===== config.mk =====
export PLATFORM = sky130hd
export DESIGN_NAME = ring_sequence_monitor
export DESIGN_NICKNAME = d
export VERILOG_FILES = /design/src/rtl/ring_sequence_monitor.sv
export SDC_FILE = /design/constraint.sdc
export NUM_CORES = 1
export LEC_CHECK = 0
export BUFFER_PORTS_ARGS = -buffer_cell sky130_fd_sc_hd__buf_2
export CORE_ASPECT_RATIO = 0.5
export CORE_MARGIN = 2
export CORE_UTILIZATION = 49
export DETAILED_ROUTE_END_ITERATION = 12
export GPL_TIMING_DRIVEN = 0
export HOLD_SLACK_MARGIN = 0.08
export PLACE_DENSITY = 0.75
export SYNTH_ARGS = -nofsm -noshare
export SYNTH_HDL_FRONTEND = slang
export SYNTH_SLANG_ARGS = --single-unit

===== constraint.sdc =====
create_clock -name clk -period 2.5 [get_ports clk]
set_input_delay 0.5 -clock clk [delete_from_list [all_inputs] [get_ports clk]]
set_output_delay 0.5 -clock clk [all_outputs]
set_load 0.02 [all_outputs]

===== src/rtl/ring_sequence_monitor.sv =====
// Ring sequence monitor: encodes a one-hot right-rotating ring, checks each step, tracks lock and revolutions.
// Optional 8-bit saturating error counter port err_cnt is built when ERR_COUNT_EN is defined.
module ring_sequence_monitor #(
  parameter int N        = 8,
  parameter int LOCK_CNT = 4,
  parameter int RW       = 16
) (
  input  logic                 clk,
  input  logic                 rst,
  input  logic [N-1:0]         ring_in,
  input  logic                 sample_en,
  input  logic                 err_clr,
  output logic [$clog2(N)-1:0] idx,
  output logic                 idx_vld,
  output logic                 locked,
  output logic                 err_onehot,
  output logic                 err_seq,
  output logic                 err_sticky,
  output logic                 rev_tick,
  output logic [RW-1:0]        rev_cnt
`ifdef ERR_COUNT_EN
  ,
  output logic [7:0]           err_cnt
`endif
);

  localparam int IW = $clog2(N);

  typedef enum logic [1:0] {SEARCH, ACQUIRE, LOCKED} state_t;

  state_t        state, state_nx;
  logic [3:0]    good_cnt, good_cnt_nx;
  logic [IW-1:0] idx_nx, exp_idx, in_idx;
  logic          hot, is_exp, err_any;
  logic          idx_vld_nx, err_onehot_nx, err_seq_nx, rev_tick_nx;
  logic [RW-1:0] rev_cnt_nx;

  function automatic logic is_onehot(input logic [N-1:0] v);
    return (v != '0) && ((v & (v - N'(1))) == '0);
  endfunction

  function automatic logic [IW-1:0] encode(input logic [N-1:0] v);
    logic [IW-1:0] r;
    r = '0;
    for (int i = 0; i < N; i++)
      if (v[i]) r = IW'(i);
    return r;
  endfunction

  // The ring rotates right, so index 0 is followed by N-1.
  assign hot     = is_onehot(ring_in);
  assign in_idx  = encode(ring_in);
  assign exp_idx = (idx == '0) ? IW'(N - 1) : idx - IW'(1);
  assign is_exp  = (in_idx == exp_idx);
  assign err_any = err_onehot_nx | err_seq_nx;

  always_comb begin
    state_nx      = state;
    good_cnt_nx   = good_cnt;
    idx_nx        = idx;
    rev_cnt_nx    = rev_cnt;
    idx_vld_nx    = 1'b0;
    err_onehot_nx = 1'b0;
    err_seq_nx    = 1'b0;
    rev_tick_nx   = 1'b0;
    if (sample_en) begin
      if (!hot) begin
        err_onehot_nx = 1'b1;
        good_cnt_nx   = '0;
        state_nx      = SEARCH;
      end else begin
        idx_vld_nx = 1'b1;
        idx_nx     = in_idx;
        case (state)
          SEARCH: begin
            good_cnt_nx = '0;
            state_nx    = ACQUIRE;
          end
          ACQUIRE: begin
            if (!is_exp) begin
              err_seq_nx  = 1'b1;
              good_cnt_nx = '0;
            end else if (good_cnt + 4'd1 == 4'(LOCK_CNT)) begin
              good_cnt_nx = '0;
              state_nx    = LOCKED;
            end else begin
              good_cnt_nx = good_cnt + 4'd1;
            end
          end
          LOCKED: begin
            if (!is_exp) begin
              err_seq_nx  = 1'b1;
              good_cnt_nx = '0;
              state_nx    = ACQUIRE;
            end else if (idx == '0) begin
              rev_tick_nx = 1'b1;
              rev_cnt_nx  = rev_cnt + RW'(1);
            end
          end
          default: state_nx = SEARCH;
        endcase
      end
    end
  end

  always_ff @(posedge clk or posedge rst) begin
    if (rst) begin
      state      <= SEARCH;
      good_cnt   <= '0;
      idx        <= '0;
      rev_cnt    <= '0;
      idx_vld    <= 1'b0;
      locked     <= 1'b0;
      err_onehot <= 1'b0;
      err_seq    <= 1'b0;
      err_sticky <= 1'b0;
      rev_tick   <= 1'b0;
    end else begin
      state      <= state_nx;
      good_cnt   <= good_cnt_nx;
      idx        <= idx_nx;
      rev_cnt    <= rev_cnt_nx;
      idx_vld    <= idx_vld_nx;
      locked     <= (state_nx == LOCKED);
      err_onehot <= err_onehot_nx;
      err_seq    <= err_seq_nx;
      rev_tick   <= rev_tick_nx;
      // A fresh error outranks a simultaneous clear.
      if (err_any)      err_sticky <= 1'b1;
      else if (err_clr) err_sticky <= 1'b0;
    end
  end

`ifdef ERR_COUNT_EN
  always_ff @(posedge clk or posedge rst) begin
    if (rst) begin
      err_cnt <= '0;
    end else if (err_any) begin
      if (err_clr)               err_cnt <= 8'd1;
      else if (err_cnt != 8'hFF) err_cnt <= err_cnt + 8'd1;
    end else if (err_clr) begin
      err_cnt <= '0;
    end
  end
`endif

endmodule


==> flow_metrics.env, run 1 <==
export IMPL_run_status="finished clean"
export IMPL_grt_max_degree=32
export IMPL_fin_cells=288
export IMPL_worstHoldStart="rev_cnt[15]$_DFFE_PP0P_"
export IMPL_fin_area_mm2=0.00233
export IMPL_timing_final_hold_violations=0
export IMPL_clock_path_buffers=2
export IMPL_max_cap_viol_count=0
export IMPL_vias=1609
export IMPL_wl_met1_mm=1.90
export IMPL_clock_latency_ns=0.28
export IMPL_synth_seq_area_share=0.427
export IMPL_yosys_warnings=0
export IMPL_layout_nets=257
export IMPL_top_layer="met4"
export IMPL_tightest_slew_ns=1.15
export IMPL_start_util=0.521
export IMPL_n_antenna_cell=0
export IMPL_place_area_mm2=0.00207
export IMPL_cp_arrival_ns=2.67
export IMPL_synth_nets=207
export IMPL_drt_first_pass_iters=4
export IMPL_ctsHoldBuffers=0
export IMPL_place_hpwl_mm=2.80
export IMPL_cts_tree="yes"
export IMPL_fin_skew_ns=0.00433
export IMPL_rsz0062_at_grt="true"
export IMPL_die_h_um=47.1
export IMPL_synthCells=186
export IMPL_hp_class="flip-flop to flip-flop"
export IMPL_r2r_end="locked$_DFF_PP0_"
export IMPL_layout_drive_gt1_share=0.291
export IMPL_fin_setup_tns_ns=0
export IMPL_num_io_pins=37
export IMPL_overflow=0
export IMPL_r2r_slack_ns=0.09
export IMPL_synth_top_flop_cell="dfrtp_1"
export IMPL_die_w_um=90.1
export IMPL_r2r_start="idx[0]$_DFFE_PP0N_"
export IMPL_slew_viol_final=0
export IMPL_period_minus_slack_ns=2.47
export IMPL_holdPathStages=1
export IMPL_antenna_found_initial=0
export IMPL_wl_met3_um=187
export IMPL_die_area_mm2=0.00424
export IMPL_p_total_mw=1.17
export IMPL_clock_sinks=31
export IMPL_drt_total_wl_mm=4.25
export IMPL_port_buffers=36
export IMPL_avgViaCountPerCell=5.59
export IMPL_clk_pin_slew_ns=0.07
export IMPL_crit_fanout=5
export IMPL_antenna_left=0
export IMPL_grt_pass1_vias=1477
export IMPL_critPathCaptureType="flip-flop"
export IMPL_post_route_drc_count=0
export IMPL_cts_made_buffers=5
export IMPL_grt_util_all_layers=0.205
export IMPL_crit_type="input pin to flip-flop"
export IMPL_layout_core_utilization=0.667
export IMPL_hold_ws_ns=0.458
export IMPL_whs_endpoint="rev_cnt[15]$_DFFE_PP0P_"
export IMPL_relSlewSlack=0.231
export IMPL_grt_pass1_wl_mm=6.69
export IMPL_synth_avg_cell_area_um2=9.77
export IMPL_max_freq_mhz=405
export IMPL_syn_area_mm2=0.00182
export IMPL_drtIter0Drc=53
export IMPL_fillers=289
export IMPL_dp_cells=273
export IMPL_gp_congestion=0.852
export IMPL_p_leak_nw=1.14
export IMPL_ys_ff_latch=31
export IMPL_ir_worst_vdd_mv=0.317
export IMPL_fin_ws_ns=0.0289
export IMPL_cp_required_ns=2.70
export IMPL_preCtsSetupSlack_ns=-0.406
export IMPL_coreArea_mm2=0.00349
export IMPL_ys_types=44
export IMPL_power_density_mw_per_mm2=504
export IMPL_fin_crit_sh=0.988
export IMPL_setup_viol=0
export IMPL_worstRegToRegCells=10
export IMPL_cp_start_kind="input pin"
export IMPL_cts_htree_levels=2
export IMPL_num_rows=15
export IMPL_syn2layout_area_growth_pct=28.1
export IMPL_drt_wirelength_per_cell_um=14.8
export IMPL_cts_root_buf="clkbuf_8"
export IMPL_wl_met2_mm=2.05
export IMPL_async_flop_share=1.00
export IMPL_synth_edf_count=0
[routing by layer]
layer | up-vias | track usage
met4 | 0 | 0.0831
li1 | 778 | -
met3 | 14 | 0.0498
met5 | - | 0
met1 | 773 | 0.252
met2 | 44 | 0.370
[registers in the layout, indices dropped and copies added (netlist names)]
| register | cells |
|---|---|
| idx | 3 |
| err_seq | 1 |
| idx_vld | 1 |
| state | 2 |
| locked | 1 |
| rev_tick | 1 |
| good_cnt | 4 |
| err_sticky | 1 |
| err_onehot | 1 |
| rev_cnt | 16 |
[cell usage in the layout, fill, tap and decap left out, types with 2 or more instances in the layout]
master and instances:
buf_4 6, xnor2_1 14, dfrtp_1 31, inv_1 13
nand2b_1 3, o21ai_0 7, and3_1 11, clkbuf_1 2
ha_1 7, o211ai_1 3, nand4_1 9, nand2_1 11
nor4_4 3, inv_2 2, clkbuf_8 7, nand3_1 7
nor3_1 5, and2_1 3, nor3b_1 2, o31ai_1 2
buf_2 34, nor2b_1 3, buf_6 2, a21oi_1 7
a211o_1 2, nor2_1 10
[power breakdown]
part	leakage, nW	switching, mW	internal [mW]	total, mW
sequential	0.417	0.0152	0.513	0.529
combinational	0.667	0.133	0.0795	0.212
clock	0.0515	0.183	0.251	0.434
[area by class of cell]
type,instances,area (µm²),share of cell area
Tap cell,51,63.8,0.0274
Clock buffer,8,100,0.0430
Sequential cell,31,776,0.333
Buffer,1,3.75,0.00161
Multi-Input combinational cell,139,1080,0.462
Timing Repair Buffer,43,253,0.108
Inverter,15,56.3,0.0242
[repair_timing]
| action | 4_1_cts | 5_1_grt |
|---|---|---|
| setup endpoints to repair | 17 | 23 |
| cloned | 1 | 0 |
| gates resized for setup | 12 | 10 |
| buffers inserted | 4 | 2 |
| endpoints found under the hold margin | 0 | 0 |
| pin swaps | 6 | 4 |
[worst max-delay path: stages]
cell and delay (ns):
buf_8 0.10, or2_4 0.25, a211o_1 0.29, a32o_1 0.27, a2111o_1 0.48, buf_4 0.21
o21ai_0 0.29, a221oi_2 0.13, nor3_1 0.14
[logic make-up after synthesis]
kind of cell               count (synthesis)  synth area share
xor gates and xnor gates                  16            0.0771
and+or+nand+nor                           76             0.244
DFF                                       31             0.427
AOI/OAI and AO/OA                         35             0.139
muxes                                      2            0.0124
adders and majority gates                 10            0.0674
buffers and inverters                     16            0.0330
[synthesized netlist by cell type (all sizes together), types with 2 or more instances]
| cell type | instances | area share |
|---|---|---|
| nand4 | 9 | 0.031 |
| nor3b | 2 | 0.0083 |
| a211o | 3 | 0.015 |
| inv | 15 | 0.031 |
| xor2 | 2 | 0.0096 |
| nor2b | 3 | 0.010 |
| nand2 | 11 | 0.023 |
| a21oi | 8 | 0.022 |
| nor4 | 5 | 0.034 |
| and3 | 11 | 0.038 |
| nor2 | 11 | 0.023 |
| o211ai | 4 | 0.019 |
| and2 | 4 | 0.014 |
| nand2b | 3 | 0.010 |
| dfrtp | 31 | 0.43 |
| ha | 9 | 0.062 |
| nor3 | 5 | 0.014 |
| nand3 | 7 | 0.019 |
| xnor2 | 14 | 0.067 |
| o21ai | 7 | 0.019 |
| mux2 | 2 | 0.012 |
| o31ai | 2 | 0.0083 |
[how the worst max path moves through the flow]
stage          startpoint                 endpoint  slack [ns]  cells past startpoint
3_5_place_dp   ring_in[2]   rev_cnt[8]$_DFFE_PP0P_       -0.41                      8
6_report       ring_in[2]         locked$_DFF_PP0_        0.03                      9
4_1_cts        ring_in[2]  rev_cnt[14]$_DFFE_PP0P_       -0.02                      9
3_3_place_gp   ring_in[2]  rev_cnt[15]$_DFFE_PP0P_       -0.38                      8
5_1_grt        ring_in[2]         locked$_DFF_PP0_       -0.05                      9
2_1_floorplan  ring_in[2]   rev_cnt[8]$_DFFE_PP0P_        0.02                      7
No activity file was read; power rests on OpenSTA's default activity.
==> run 2, diff against run 1 <==
- REMOVE_ABC_BUFFERS: unset -> 1
==> flow_metrics.env, run 2 (synthesis results as in run 1) <==
export IMPL_run_status="finished clean"
export IMPL_drt_first_pass_iters=4
export IMPL_slew_viol_final=0
export IMPL_register_area_um2=776
export IMPL_grt_max_degree=32
export IMPL_cts_root_buf="clkbuf_8"
export IMPL_die_area_mm2=0.00424
export IMPL_r2r_start="idx[0]$_DFFE_PP0N_"
export IMPL_ir_worst_vdd_mv=0.274
export IMPL_grt_util_all_layers=0.174
export IMPL_num_io_pins=37
export IMPL_fin_skew_ns=0.00478
export IMPL_critPathCaptureType="flip-flop"
export IMPL_cts_made_buffers=5
export IMPL_die_w_um=90.1
export IMPL_num_rows=15
export IMPL_post_route_drc_count=0
export IMPL_coreArea_mm2=0.00349
export IMPL_cp_start_kind="input pin"
export IMPL_p_total_mw=1.21
export IMPL_whs_endpoint="rev_cnt[15]$_DFFE_PP0P_"
export IMPL_timing_final_hold_violations=0
export IMPL_relSlewSlack=0.258
export IMPL_drt_wirelength_per_cell_um=13.1
export IMPL_final_common_cell="buf_2"
export IMPL_fin_crit_sh=0.995
export IMPL_syn2layout_area_growth_pct=25.2
export IMPL_die_h_um=47.1
export IMPL_ctsHoldBuffers=0
export IMPL_r2r_end="rev_cnt[10]$_DFFE_PP0P_"
export IMPL_grt_busiest_layer="met2"
export IMPL_period_minus_slack_ns=2.49
export IMPL_antenna_found_initial=0
export IMPL_n_antenna_cell=0
export IMPL_layout_nets=253
export IMPL_holdPathStages=1
export IMPL_worstHoldStart="rev_cnt[15]$_DFFE_PP0P_"
export IMPL_path_cells="buf_8, or2_4, a211o_1, a22o_1, a2111o_1, nor4_4, buf_4, nand4_1, xnor2_1"
export IMPL_cp_slowest_cell="a2111o_1"
export IMPL_gr_usage_met1=0.223
export IMPL_gr_usage_met2=0.302
export IMPL_final_cell_mix="34 x buf_2, 31 x dfrtp_1, 14 x inv_1, 14 x xnor2_1"
export IMPL_overflow=0
export IMPL_worstRegToRegCells=9
export IMPL_r2r_slack_ns=0.06
export IMPL_vias=1557
export IMPL_antenna_left=0
export IMPL_cts_tree="yes"
export IMPL_p_leak_nw=1.11
export IMPL_biggestRegsByFlops="rev_cnt (16), good_cnt (4), idx (3)"
export IMPL_start_util=0.521
export IMPL_cp_arrival_ns=2.66
export IMPL_cts_htree_levels=2
export IMPL_fin_cells=284
export IMPL_place_hpwl_mm=2.70
export IMPL_max_cap_viol_count=0
export IMPL_tightest_slew_ns=1.11
export IMPL_largest_reg_flops=16
export IMPL_clock_path_buffers=2
export IMPL_dp_cells=272
export IMPL_multi_input_area_mm2=0.00103
export IMPL_crit_fanout=6
export IMPL_port_buffers=36
export IMPL_cp_required_ns=2.67
export IMPL_crit_type="input pin to flip-flop"
export IMPL_avgViaCountPerCell=5.48
export IMPL_drt_total_wl_mm=3.73
export IMPL_max_freq_mhz=402
export IMPL_met3_usage=0.0514
export IMPL_top_register="rev_cnt"
export IMPL_grt_pass1_wl_mm=5.83
export IMPL_rsz0062_at_grt="true"
export IMPL_crit_path_max_incr_delay_ns=0.52
export IMPL_gp_congestion=0.816
export IMPL_drtIter0Drc=50
export IMPL_power_density_mw_per_mm2=531
export IMPL_clock_latency_ns=0.28
export IMPL_clk_pin_slew_ns=0.07
export IMPL_grt_pass1_vias=1342
export IMPL_clock_sinks=31
export IMPL_setup_viol=0
export IMPL_layout_drive_gt1_share=0.270
export IMPL_fillers=282
export IMPL_hp_class="flip-flop to flip-flop"
run 2: cell types whose count changed in the layout (fill, tap and decap cells not counted), sizes merged:
cell / previous run / this run
buf: 43 / 40
clkbuf: 9 / 6
clkinv: 0 / 1
bufinv: 0 / 1
run 2: area by class of cell:
type	count	area share
repair buffers	40	0.103
flip-flops and latches	31	0.341
clock buffers	6	0.0363
well taps	51	0.0280
multi-input cells	139	0.452
clock inverters	2	0.0154
inverters	15	0.0247
run 2: critical path, delay by kind of cell:
family	cells	cell delay, ns
compound gates	3	1.08
xor+xnor	1	0.15
simple gates	3	0.62
buf+inv	2	0.30
run 2: power by group:
group	internal, mW	total, mW	switching, mW
registers	0.513	0.527	0.0135
clock network	0.322	0.500	0.178
logic	0.0671	0.181	0.114
run 2: stage by stage:
step           hold WS (ns)  setup slack [ns]  area [µm²]  utilization  TNS (ns)
2_1_floorplan         0.487            -0.250        1810            -     -3.72
3_3_place_gp          0.458            -0.617        2060        0.590    -12.41
3_5_place_dp          0.462            -0.654        2060        0.590    -13.05
4_1_cts               0.475           0.00116        2210        0.633         0
5_1_grt               0.494            -0.105        2280        0.652    -0.674
6_report              0.465            0.0120        2280        0.652         0
run 2: how the worst max path moves through the flow:
stage | start | to | slack, ns
floorplan | ring_in[2] | rev_cnt[1]$_DFFE_PP0P_ | -0.25
global placement | ring_in[2] | rev_cnt[15]$_DFFE_PP0P_ | -0.62
global route | ring_in[6] | locked$_DFF_PP0_ | -0.10
finish | ring_in[2] | rev_cnt[10]$_DFFE_PP0P_ | 0.01
detailed placement | ring_in[2] | rev_cnt[14]$_DFFE_PP0P_ | -0.65
CTS | ring_in[2] | rev_cnt[1]$_DFFE_PP0P_ | 0.001
run 2: what timing repair did:
item | in CTS | in global routing
setup buffers | 2 | 1
pin swaps | 4 | 1
endpoints found under the setup margin | 23 | 20
hold endpoints to repair | 0 | 0
gates cloned | 0 | 1
resized for setup | 5 | 15
run 2: layer usage:
metal	vias to the layer above	share of wire	routed length [µm]
met5	-	0	0
met4	0	0.0067	25
met3	4	0.053	197
met2	33	0.47	1740
met1	747	0.47	1760
li1	773	-	-
==> run 3, diff against run 2 <==
- BUFFER_PORTS_ARGS: -buffer_cell sky130_fd_sc_hd__buf_2 -> unset
- CORE_UTILIZATION: 49 -> 56
- DONT_BUFFER_PORTS: unset -> 1
- PLACE_DENSITY: 0.75 -> 0.74
==> flow_metrics.env, run 3 (synthesis results as in run 1) <==
export IMPL_n_antenna_cell=0
export IMPL_max_freq_mhz=405
export IMPL_path_cells="or2_1, a211o_1, a22o_1, a2111o_2, nor4_1, a221oi_1, nor3_1"
export IMPL_cts_made_buffers=5
export IMPL_gp_congestion=0.833
export IMPL_clock_sinks=31
export IMPL_setup_viol=0
export IMPL_grt_util_all_layers=0.230
export IMPL_antenna_found_initial=0
export IMPL_fin_crit_sh=0.988
export IMPL_relSlewSlack=0.228
export IMPL_place_area_mm2=0.00186
export IMPL_drtIter0Drc=36
export IMPL_power_density_mw_per_mm2=538
export IMPL_layout_nets=216
export IMPL_drt_total_wl_mm=3.87
export IMPL_max_cap_viol_count=0
export IMPL_switching_share=0.282
export IMPL_clock_latency_ns=0.28
export IMPL_hp_class="input pin to flip-flop"
export IMPL_seqPwrFrac=0.500
export IMPL_holdPathStages=1
export IMPL_rsz0062_at_grt="true"
export IMPL_num_rows=14
export IMPL_timing_final_hold_violations=0
export IMPL_die_area_mm2=0.00375
export IMPL_worstRegToRegCells=8
export IMPL_cp_start_kind="input pin"
export IMPL_overflow=0
export IMPL_die_h_um=44.3
export IMPL_fin_skew_ns=0.00271
export IMPL_largest_reg_flops=16
export IMPL_biggestRegsByFlops="rev_cnt (16), good_cnt (4), idx (3)"
export IMPL_clk_pin_slew_ns=0.06
export IMPL_drt_first_pass_iters=4
export IMPL_critPathCaptureType="flip-flop"
export IMPL_p_clk_frac=0.367
export IMPL_hold_ws_ns=0.391
export IMPL_cp_required_ns=2.70
export IMPL_cts_root_buf="clkbuf_8"
export IMPL_run_status="finished clean"
export IMPL_power_net_switching_mw=0.307
export IMPL_ctsHoldBuffers=0
export IMPL_final_common_cell="dfrtp_1"
export IMPL_vias=1440
export IMPL_cp_arrival_ns=2.67
export IMPL_slew_viol_final=0
export IMPL_ir_worst_vdd_mv=0.340
export IMPL_grt_pass1_wl_mm=6.71
export IMPL_avgViaCountPerCell=6.13
export IMPL_p_int_mw=0.784
export IMPL_crit_fanout=6
export IMPL_start_util=0.596
export IMPL_place_hpwl_mm=2.80
export IMPL_preCtsSetupSlack_ns=-0.554
export IMPL_crit_path_max_incr_delay_ns=0.60
export IMPL_cts_tree="yes"
export IMPL_final_cell_mix="29 x dfrtp_1, 14 x xnor2_1, 13 x inv_1"
export IMPL_cts_htree_levels=2
export IMPL_port_buffers=0
export IMPL_cp_slowest_cell="a2111o_2"
export IMPL_p_total_mw=1.09
export IMPL_fin_area_mm2=0.00203
export IMPL_p_leak_nw=0.927
export IMPL_layout_drive_gt1_share=0.138
export IMPL_tightest_slew_ns=1.16
export IMPL_clock_path_buffers=2
export IMPL_drt_wirelength_per_cell_um=16.5
export IMPL_antenna_left=0
export IMPL_fillers=247
export IMPL_combPwrFrac=0.133
export IMPL_fin_ws_ns=0.0295
export IMPL_die_w_um=84.6
export IMPL_syn2layout_area_growth_pct=11.6
export IMPL_crit_type="input pin to flip-flop"
export IMPL_coreArea_mm2=0.00305
export IMPL_post_route_drc_count=0
export IMPL_grt_max_degree=32
export IMPL_period_minus_slack_ns=2.47
export IMPL_num_io_pins=37
export IMPL_grt_pass1_vias=1487
export IMPL_top_register="rev_cnt"
[run 3: routing by layer]
layer  global-route usage  vias to the layer above  part of all wire
li1                     -                      694                 -
met1                0.278                      690              0.44
met2                0.406                       52              0.48
met3               0.0765                        4             0.072
met4               0.0667                        0            0.0080
met5                    0                        -                 0
[run 3: worst max-delay path: cells and delay by family]
family | cells | cell delay, ns
AO/OA/AOI/OAI | 4 | 1.36
AND/OR/NAND/NOR | 3 | 0.80
[run 3: power by group through the flow]
| stage | combinational (mW) | clock, mW | sequential, mW |
|---|---|---|---|
| 3_5_place_dp | 0.123 | 0 | 0.553 |
| 4_1_cts | 0.134 | 0.403 | 0.544 |
| 6_report | 0.145 | 0.401 | 0.545 |
| 3_3_place_gp | 0.118 | 0 | 0.552 |
| 2_1_floorplan | 0.103 | 0 | 0.548 |
| 5_1_grt | 0.163 | 0.425 | 0.547 |
[run 3: per-stage QoR]
step                 util  TNS (ns)  instances
global route        0.666    -0.403        235
detailed placement  0.612    -10.71        225
global placement    0.612     -9.82        225
CTS                 0.656         0        235
floorplan               -     -3.72        185
finish              0.666         0        235
[run 3: final cells by class]
class	instances	area (µm²)	area share
well taps	40	50.0	0.0247
clock inverters	1	5.00	0.00247
flip-flops and latches	31	778	0.383
inverters	15	56.3	0.0277
clock buffers	6	82.6	0.0407
multi-input cells	139	1030	0.506
repair buffers	3	30.0	0.0148
[run 3: worst paths after layout]
kind                                    startpoint                      end  slack, ns
max                                     ring_in[2]         locked$_DFF_PP0_       0.03
min                                      sample_en     err_onehot$_DFF_PP0_       0.39
max reg2reg                     idx[0]$_DFFE_PP0N_         locked$_DFF_PP0_       0.03
min reg2reg                good_cnt[2]$_DFFE_PP0P_  good_cnt[2]$_DFFE_PP0P_       0.53
max in group asynchronous                      rst       idx[1]$_DFFE_PP0N_       1.32
min in group asynchronous                      rst  rev_cnt[15]$_DFFE_PP0P_       0.41
[run 3: timing repair]
item                       CTS  global route
resized for setup            8             9
pin swaps                    3             0
buffers inserted             3             0
gates cloned                 0             0
hold endpoints to repair     0             0
setup endpoints to repair   26            22
